$ cat src/rtl/instr_fetch_unit_pkg.sv
// Shared definitions for the instruction fetch unit.
//   INSTR_BYTES : byte stride between consecutive instruction words
//   DISCARD_W   : width of the stale-response counter; a redirect adds at most
//                 FIFO_DEPTH stale responses, so this covers many back-to-back
//                 redirects against a slow memory.
//   ifu_state_e : IFU_RUN (normal), IFU_DRAIN (dropping stale responses),
//                 IFU_HALT (misaligned redirect trap, only reachable with
//                 IFU_MISALIGN_TRAP_EN defined)
package instr_fetch_unit_pkg;

  localparam int INSTR_BYTES = 4;
  localparam int DISCARD_W   = 8;

  typedef enum logic [1:0] {
    IFU_RUN   = 2'd0,
    IFU_DRAIN = 2'd1,
    IFU_HALT  = 2'd2
  } ifu_state_e;

endpackage

$ cat src/rtl/instr_fetch_unit_if.sv
// Bus bundle between the fetch unit, the instruction memory and decode.
//   redirect_valid/redirect_pc         : branch/jump target from execute
//   imem_req_valid/addr/ready          : fetch request channel to memory
//   imem_rsp_valid/data                : in-order responses from memory
//   instr_valid/instr/instr_pc/ready   : instruction handshake to decode
//   fetch_misaligned                   : present only with IFU_MISALIGN_TRAP_EN
// Modport master is the fetch unit side, slave the environment side.
interface instr_fetch_unit_if #(
  parameter int XLEN = 32
);

  logic            redirect_valid;
  logic [XLEN-1:0] redirect_pc;
  logic            imem_req_valid;
  logic [XLEN-1:0] imem_req_addr;
  logic            imem_req_ready;
  logic            imem_rsp_valid;
  logic [XLEN-1:0] imem_rsp_data;
  logic            instr_valid;
  logic [XLEN-1:0] instr;
  logic [XLEN-1:0] instr_pc;
  logic            instr_ready;
`ifdef IFU_MISALIGN_TRAP_EN
  logic            fetch_misaligned;

  modport master (
    input  redirect_valid, redirect_pc, imem_req_ready, imem_rsp_valid,
           imem_rsp_data, instr_ready,
    output imem_req_valid, imem_req_addr, instr_valid, instr, instr_pc,
           fetch_misaligned
  );

  modport slave (
    output redirect_valid, redirect_pc, imem_req_ready, imem_rsp_valid,
           imem_rsp_data, instr_ready,
    input  imem_req_valid, imem_req_addr, instr_valid, instr, instr_pc,
           fetch_misaligned
  );
`else
  modport master (
    input  redirect_valid, redirect_pc, imem_req_ready, imem_rsp_valid,
           imem_rsp_data, instr_ready,
    output imem_req_valid, imem_req_addr, instr_valid, instr, instr_pc
  );

  modport slave (
    output redirect_valid, redirect_pc, imem_req_ready, imem_rsp_valid,
           imem_rsp_data, instr_ready,
    input  imem_req_valid, imem_req_addr, instr_valid, instr, instr_pc
  );
`endif

endinterface

$ cat src/rtl/instr_fetch_unit_fetch_fifo.sv
// fetch_fifo: synchronous FIFO with flush, used as the instruction buffer.
//   clk, rst   : clock, synchronous active-high reset (control state only)
//   push/din   : write an entry (ignored when full unless popping same cycle)
//   pop/dout   : dout shows the head; pop removes it (ignored when empty)
//   flush      : empties the FIFO, takes priority over push/pop
//   empty/count: occupancy
// DEPTH must be a power of two so the pointers wrap naturally.
module fetch_fifo #(
  parameter int WIDTH = 64,
  parameter int DEPTH = 4
) (
  input  logic                   clk,
  input  logic                   rst,
  input  logic                   push,
  input  logic                   pop,
  input  logic                   flush,
  input  logic [WIDTH-1:0]       din,
  output logic [WIDTH-1:0]       dout,
  output logic                   empty,
  output logic [$clog2(DEPTH):0] count
);

  localparam int AW    = $clog2(DEPTH);
  localparam int CNT_W = AW + 1;

  logic [WIDTH-1:0] mem [DEPTH];
  logic [AW-1:0]    rd_ptr;
  logic [AW-1:0]    wr_ptr;
  logic             full;
  logic             do_push;
  logic             do_pop;

  assign full    = (count == CNT_W'(DEPTH));
  assign empty   = (count == '0);
  assign do_pop  = pop && !empty;
  // A pop frees the head slot in the same cycle, so push is legal when full.
  assign do_push = push && (!full || do_pop);
  assign dout    = mem[rd_ptr];

  always_ff @(posedge clk) begin
    if (rst || flush) begin
      rd_ptr <= '0;
      wr_ptr <= '0;
      count  <= '0;
    end else begin
      if (do_push) wr_ptr <= wr_ptr + 1'b1;
      if (do_pop)  rd_ptr <= rd_ptr + 1'b1;
      count <= count + CNT_W'(do_push) - CNT_W'(do_pop);
    end
  end

  always_ff @(posedge clk) begin
    if (do_push && !flush) mem[wr_ptr] <= din;
  end

endmodule

$ cat src/rtl/instr_fetch_unit.sv
// instr_fetch_unit: flow-controlled instruction fetcher.
// Owns the PC, issues word-aligned requests to a variable-latency memory,
// buffers in-order responses with their PCs, and hands {instr, instr_pc} to
// decode over valid/ready. A redirect flushes buffered and in-flight fetches.
//   clk, rst : clock, synchronous active-high reset
//   bus      : instr_fetch_unit_if.master (redirect, imem req/rsp, decode)
// Optional feature macro: IFU_MISALIGN_TRAP_EN -- a misaligned redirect halts
// fetching and raises bus.fetch_misaligned instead of clearing the low bits.
module instr_fetch_unit
  import instr_fetch_unit_pkg::*;
#(
  parameter int              XLEN       = 32,
  parameter logic [XLEN-1:0] RESET_PC   = '0,
  parameter int              FIFO_DEPTH = 4
) (
  input  logic                clk,
  input  logic                rst,
  instr_fetch_unit_if.master  bus
);

  localparam int CNT_W = $clog2(FIFO_DEPTH) + 1;

  ifu_state_e           state;
  ifu_state_e           state_nxt;
  logic [XLEN-1:0]      pc;
  logic [XLEN-1:0]      rsp_pc;
  logic [XLEN-1:0]      redirect_tgt;
  logic [CNT_W-1:0]     outstanding;
  logic [CNT_W-1:0]     fifo_count;
  logic [CNT_W:0]       inflight;
  logic [DISCARD_W-1:0] discard;
  logic [DISCARD_W-1:0] discard_nxt;
  logic [2*XLEN-1:0]    fifo_dout;
  logic                 fifo_empty;
  logic                 misaligned_redirect;
  logic                 issue_en;
  logic                 req_fire;
  logic                 rsp_drop;
  logic                 rsp_keep;
  logic                 push;
  logic                 pop;

`ifdef IFU_MISALIGN_TRAP_EN
  assign misaligned_redirect = (bus.redirect_pc[1:0] != 2'b00);
  assign redirect_tgt = misaligned_redirect ? bus.redirect_pc
                                            : {bus.redirect_pc[XLEN-1:2], 2'b00};
`else
  assign misaligned_redirect = 1'b0;
  assign redirect_tgt        = {bus.redirect_pc[XLEN-1:2], 2'b00};
`endif

  // Credit: every request still in memory or buffered owns a FIFO slot, so
  // responses can always be accepted without back-pressure.
  assign inflight           = (CNT_W+1)'(outstanding) + (CNT_W+1)'(fifo_count);
  assign bus.imem_req_valid = !rst && !bus.redirect_valid && issue_en &&
                              (inflight < (CNT_W+1)'(FIFO_DEPTH));
  assign bus.imem_req_addr  = pc;
  assign req_fire           = bus.imem_req_valid && bus.imem_req_ready;

  // Responses are in order, so the oldest discard-count responses are stale.
  assign rsp_drop = bus.imem_rsp_valid && (discard != '0);
  assign rsp_keep = bus.imem_rsp_valid && (discard == '0);
  assign push     = rsp_keep && !bus.redirect_valid;

  assign bus.instr_valid = !rst && !fifo_empty && !bus.redirect_valid;
  assign pop             = bus.instr_valid && bus.instr_ready;
  assign bus.instr       = fifo_dout[2*XLEN-1:XLEN];
  assign bus.instr_pc    = fifo_dout[XLEN-1:0];

  // On redirect everything still in memory becomes stale; a response arriving
  // this cycle is already accounted for, whichever counter it came from.
  always_comb begin
    discard_nxt = discard;
    if (bus.redirect_valid)
      discard_nxt = discard + DISCARD_W'(outstanding) - DISCARD_W'(bus.imem_rsp_valid);
    else if (rsp_drop)
      discard_nxt = discard - DISCARD_W'(1);
  end

  always_ff @(posedge clk) begin
    if (rst) begin
      pc          <= RESET_PC;
      rsp_pc      <= RESET_PC;
      outstanding <= '0;
      discard     <= '0;
    end else begin
      discard <= discard_nxt;
      if (bus.redirect_valid) begin
        pc          <= redirect_tgt;
        rsp_pc      <= redirect_tgt;
        outstanding <= '0;
      end else begin
        if (req_fire) pc <= pc + XLEN'(INSTR_BYTES);
        // Requests after a redirect are sequential, so the PC of the next kept
        // response is simply the previous one plus a word.
        if (push) rsp_pc <= rsp_pc + XLEN'(INSTR_BYTES);
        outstanding <= outstanding + CNT_W'(req_fire) - CNT_W'(rsp_keep);
      end
    end
  end

  fetch_fifo #(
    .WIDTH (2*XLEN),
    .DEPTH (FIFO_DEPTH)
  ) u_fifo (
    .clk   (clk),
    .rst   (rst),
    .push  (push),
    .pop   (pop),
    .flush (bus.redirect_valid),
    .din   ({bus.imem_rsp_data, rsp_pc}),
    .dout  (fifo_dout),
    .empty (fifo_empty),
    .count (fifo_count)
  );

  always_ff @(posedge clk) begin
    if (rst) state <= IFU_RUN;
    else     state <= state_nxt;
  end

  always_comb begin
    state_nxt = state;
    if (bus.redirect_valid) begin
      if (misaligned_redirect)      state_nxt = IFU_HALT;
      else if (discard_nxt != '0)   state_nxt = IFU_DRAIN;
      else                          state_nxt = IFU_RUN;
    end else if (state != IFU_HALT) begin
      state_nxt = (discard_nxt != '0) ? IFU_DRAIN : IFU_RUN;
    end
  end

  always_comb begin
    issue_en = (state != IFU_HALT);
`ifdef IFU_MISALIGN_TRAP_EN
    bus.fetch_misaligned = (state == IFU_HALT);
`endif
  end

endmodule
$ cat src/flat_wrapper.sv
// flat-port wrapper written by rule: the top's interface ports become plain ports
module instr_fetch_unit_flat import instr_fetch_unit_pkg::*;
#(
  parameter int              XLEN       = 32,
  parameter logic [XLEN-1:0] RESET_PC   = '0,
  parameter int              FIFO_DEPTH = 4
)
  (clk, rst, bus_redirect_valid, bus_redirect_pc, bus_imem_req_ready, bus_imem_rsp_valid, bus_imem_rsp_data, bus_instr_ready, bus_imem_req_valid, bus_imem_req_addr, bus_instr_valid, bus_instr, bus_instr_pc);
  instr_fetch_unit_if #(.XLEN(XLEN)) bus_i ();
  input  logic clk;
  input  logic rst;
  input wire logic [$bits(bus_i.redirect_valid)-1:0] bus_redirect_valid;
  input wire logic [$bits(bus_i.redirect_pc)-1:0] bus_redirect_pc;
  input wire logic [$bits(bus_i.imem_req_ready)-1:0] bus_imem_req_ready;
  input wire logic [$bits(bus_i.imem_rsp_valid)-1:0] bus_imem_rsp_valid;
  input wire logic [$bits(bus_i.imem_rsp_data)-1:0] bus_imem_rsp_data;
  input wire logic [$bits(bus_i.instr_ready)-1:0] bus_instr_ready;
  output wire logic [$bits(bus_i.imem_req_valid)-1:0] bus_imem_req_valid;
  output wire logic [$bits(bus_i.imem_req_addr)-1:0] bus_imem_req_addr;
  output wire logic [$bits(bus_i.instr_valid)-1:0] bus_instr_valid;
  output wire logic [$bits(bus_i.instr)-1:0] bus_instr;
  output wire logic [$bits(bus_i.instr_pc)-1:0] bus_instr_pc;
  assign bus_i.redirect_valid = bus_redirect_valid;
  assign bus_i.redirect_pc = bus_redirect_pc;
  assign bus_i.imem_req_ready = bus_imem_req_ready;
  assign bus_i.imem_rsp_valid = bus_imem_rsp_valid;
  assign bus_i.imem_rsp_data = bus_imem_rsp_data;
  assign bus_i.instr_ready = bus_instr_ready;
  assign bus_imem_req_valid = bus_i.imem_req_valid;
  assign bus_imem_req_addr = bus_i.imem_req_addr;
  assign bus_instr_valid = bus_i.instr_valid;
  assign bus_instr = bus_i.instr;
  assign bus_instr_pc = bus_i.instr_pc;
  instr_fetch_unit #(.XLEN(XLEN), .RESET_PC(RESET_PC), .FIFO_DEPTH(FIFO_DEPTH)) u_core (.clk(clk), .rst(rst), .bus(bus_i));
endmodule
$ cat config.mk
export PLATFORM = sky130hd
export DESIGN_NAME = instr_fetch_unit_flat
export DESIGN_NICKNAME = d
export VERILOG_FILES = /design/src/rtl/instr_fetch_unit_pkg.sv /design/src/rtl/instr_fetch_unit_if.sv /design/src/rtl/instr_fetch_unit_fetch_fifo.sv /design/src/rtl/instr_fetch_unit.sv /design/src/flat_wrapper.sv
export SDC_FILE = /design/constraint.sdc
export NUM_CORES = 1
export LEC_CHECK = 0
export BUFFER_PORTS_ARGS = -buffer_cell sky130_fd_sc_hd__buf_2
export CELL_PAD_IN_SITES_DETAIL_PLACEMENT = 0
export CELL_PAD_IN_SITES_GLOBAL_PLACEMENT = 1
export CORE_UTILIZATION = 44
export DETAILED_ROUTE_END_ITERATION = 8
export MAX_ROUTING_LAYER = met4
export PLACE_DENSITY_LB_ADDON = 0.1
export SLEW_MARGIN = 10
export SYNTH_ARGS = -nofsm -noshare
export SYNTH_HDL_FRONTEND = slang
export SYNTH_SLANG_ARGS = --single-unit
$ cat constraint.sdc
create_clock -name clk -period 3.6 [get_ports clk]
set_input_delay 0.18 -clock clk [delete_from_list [all_inputs] [get_ports clk]]
set_output_delay 0.18 -clock clk [all_outputs]
set_load 0.005 [all_outputs]
==> results.md <==
- Slew headroom: 0.449
- Clock Skew: 0.0145 ns
- Die Height: 180 um
- CP Max Fanout: 7
- GRT overflow: 0
- Buffer levels on the longest clock path: 3
- IO Pins: 168
- Total setup buffers inserted after CTS: 0
- WL final: about 30000 um
- Buf+Inv Stages, Crit Path: 5
- Final worst path period share: 0.828
- Share of power burned in registers: 0.493
- Hold/Removal Path Class: input port to flip-flop
- CTS tree: yes
- Internal power: around 0.0066 W
- Wirelength per Cell: around 19 um
- Via count: approximately 8600
- PortBufs: approximately 160
- LEAKAGE: just under 6 nW
- Crit path cell chain: inv_1 -> ha_1 -> and4bb_1 -> nand3_1 -> a211oi_1 -> buf_4 -> inv_1 -> ha_1 -> inv_1 -> ha_1 -> inv_1 -> fa_1 -> xor2_1 -> xnor2_1 -> nor2_1
- Final worst slack: roughly 0.62 ns
- Initial antenna violation count: 1
- H-tree depth: 2
- WS Path Type: flip-flop to flip-flop
- Seq/Total Area, Yosys: 0.652
- Yosys warns: 0
- Psw: approximately 0.0022 W
- FP Rows: 64
- FF+latch area: approximately 9100 um2
- Top_reg_cell synth: edfxtp_1
- Total GRT Usage: 0.194
- Final Hold Fails: 0
- Worst EP required: about 4.0 ns
- Final HPWL DP: between 15000 and 20000 um
- Post-route minimum period: approximately 3.0 ns
- Synth top area share: 0.537
- # setup viols final: 0
- Fillers: roughly 2600
- Worst Setup End Kind: flip-flop
- Largest net degree at the start of global routing: 66
- Share of cells above drive strength 1: 0.257
- FMAX: 335 MHz
- Area leader, netlist: edfxtp_1
- Slew Viols, Final: 0
- CP Launch Type: flip-flop
- Layout area overhead: 21.3%
- Synth top area cells: edfxtp_1, dfxtp_1, mux4_2
- Die Area: between 30000 and 40000 um2
- Peak supply drop: between 200 and 300 uV
- Setup TNS: 0 ns
- RSZ-0062 raised after global routing: false
- Finished Core Util: 0.546
- Syn_area_per_cell: between 10 and 15 um2
- Iteration-0 DRC count of the detailed router: roughly 510
- DRC viols: 14
- Gpl congestion: roughly 0.75
- 1st-pass router iterations: 8
- Gate power share: 0.128
- Worst slew pin tran: about 0.83 ns
- Clock edge transition at the registers on the reported setup and hold paths: approximately 0.07 ns
- Most used cell, CP: inv_1
- Power Total: 0.00881 W
- Sw frac: 0.246
- Area of the multi-input gates: ~4500 um2
- Clock power share: 0.379
- Effective utilization at floorplan: 0.450
- Clk_lat worst skew: about 0.5 ns
- Mapped Area: around 14000 um2
- CTS buffer count: 36
- Post-Synthesis Cells: between 900 and 1000
- Sink Count: about 330
- Die Width: ~180 um
- EDFF count, synth: approximately 250
- DRT antenna net count: 0
- Pre-CTS setup slack: slightly below 0.6 ns
- Count leader, synth: edfxtp_1
- Status: finished, violations left
- Via density: approximately 5.4
- First-pass GRT wire length: ~48000 um
- Failing checks: DRC
- Synth cell types: 57
- Nets: around 1300
- CTS Root Cell: clkbuf_16
- Pwr/cell area: 524 nW/um2
- Maximum capacitance violations: 0
- Synth top cells by count: edfxtp_1, dfxtp_1, mux4_2, nand2_1, inv_1
- FFs w/ async S/R, synth: 0
- CP top delay family: adder cells
- #FFs+latches synth: between 300 and 400
- Vias in the first global route: roughly 8600
- Core area: about 31000 um2
- Critical-path top delay cell: fa_1
- CP peak stage delay: roughly 0.37 ns
- Crit path DAT: between 3 and 4 ns
power groups by stage:
stage,Combinational (W),Sequential (W),Clock [W]
after global placement,0.00108,0.00442,0
final,0.00113,0.00435,0.00334
after global routing,0.00128,0.00437,0.00359
after floorplan,0.000750,0.00438,0
after detailed placement,0.00108,0.00442,0
after CTS,0.00114,0.00434,0.00342
through the flow:
step	instance area [um2]	hold WS, ns	std cells
final	16800	0.0267	1598
after global placement	15200	0.398	1481
after detailed placement	15200	0.403	1481
after floorplan	13900	0.279	952
after CTS	16800	0.00234	1597
after global routing	16800	0.0195	1598
registers in the layout, summed over array words and instances, names as in the netlist, named ones only:
| register | count |
|---|---|
| u_core.u_fifo.mem | 248 |
| u_core.bus.imem_req_addr | 30 |
| u_core.rsp_pc | 30 |
| u_core.discard | 8 |
| u_core.outstanding | 3 |
| u_core.u_fifo.count | 3 |
| u_core.u_fifo.rd_ptr | 2 |
| u_core.u_fifo.wr_ptr | 2 |
logic make-up (layout without fill, tap and decap cells):
kind of cell / after synthesis / after routing / synth area share
flip-flops: 328 / 328 / 0.652
XOR/XNOR: 35 / 35 / 0.0221
other: 1 / 5 / 0.000270
adder cells (fa/ha/maj): 32 / 32 / 0.0305
AO/OA/AOI/OAI: 127 / 127 / 0.0593
buffers and inverters: 96 / 345 / 0.0271
AND/OR/NAND/NOR: 257 / 257 / 0.0992
multiplexers: 73 / 73 / 0.109
per-layer routing:
metal / GRT usage / part of all wire
met3: 0.0294 / 0.048
met1: 0.263 / 0.47
met5: - / 0
met2: 0.313 / 0.47
met4: 0.0414 / 0.011
timing repair:
action                    in CTS  in global routing
gates resized for setup        0                  0
hold buffers                  52                  0
hold endpoints to repair     162                  0
cell usage in the layout (no fill, tap or decap), types with 6 or more instances in the layout:
cell type,instances
edfxtp_1,248
buf_2,161
dfxtp_1,78
mux4_2,62
nand2_1,62
dlygate4sd3_1,52
inv_1,47
a21oi_1,40
nor2_1,39
clkbuf_16,36
xnor2_1,30
ha_1,29
nor3_1,26
nand3_1,24
nor4_1,21
nand4_1,18
clkinv_1,16
o21ai_0,15
a31oi_1,14
a21boi_0,13
buf_4,13
a211oi_1,12
and2_1,9
nor3b_1,8
and4_1,8
mux2_2,7
buf_12,7
o31a_1,6
or3_1,6
and3_1,6
worst register-to-register path, delay by kind of cell, from the launching register on:
family | cells | cell delay, ns
buffers and inverters | 5 | 0.48
adder cells (fa/ha/maj) | 4 | 0.97
flip-flops | 1 | 0.31
AND/OR/NAND/NOR | 3 | 0.55
AO/OA/AOI/OAI | 1 | 0.24
XOR/XNOR | 2 | 0.30
worst paths after layout:
| kind | startpoint | end | slack [ns] | depth (start not counted) |
|---|---|---|---|---|
| hold reg to reg | u_core.u_fifo.rd_ptr[1]$_SDFFE_PP0N_ | flip-flop | 0.53 | 2 |
| setup reg to reg | u_core.discard[5]$_SDFFE_PP0P_ | u_core.u_fifo.count[2]$_SDFF_PP0_ | 0.62 | 15 |
| hold / removal | bus_redirect_pc[3] | u_core.rsp_pc[3]$_SDFFE_PP0P_ | 0.03 | 3 |
| setup / recovery | u_core.discard[5]$_SDFFE_PP0P_ | u_core.u_fifo.count[2]$_SDFF_PP0_ | 0.62 | 15 |
layout make-up:
type | count | area share
diodes | 1 | 0.000149
clock buffers | 40 | 0.0544
clock inverters | 24 | 0.00878
inverters | 48 | 0.0107
multi-input cells | 528 | 0.265
flip-flops and latches | 328 | 0.538
well taps | 396 | 0.0295
repair buffers | 233 | 0.0930
No activity file was read; power rests on OpenSTA's default activity.
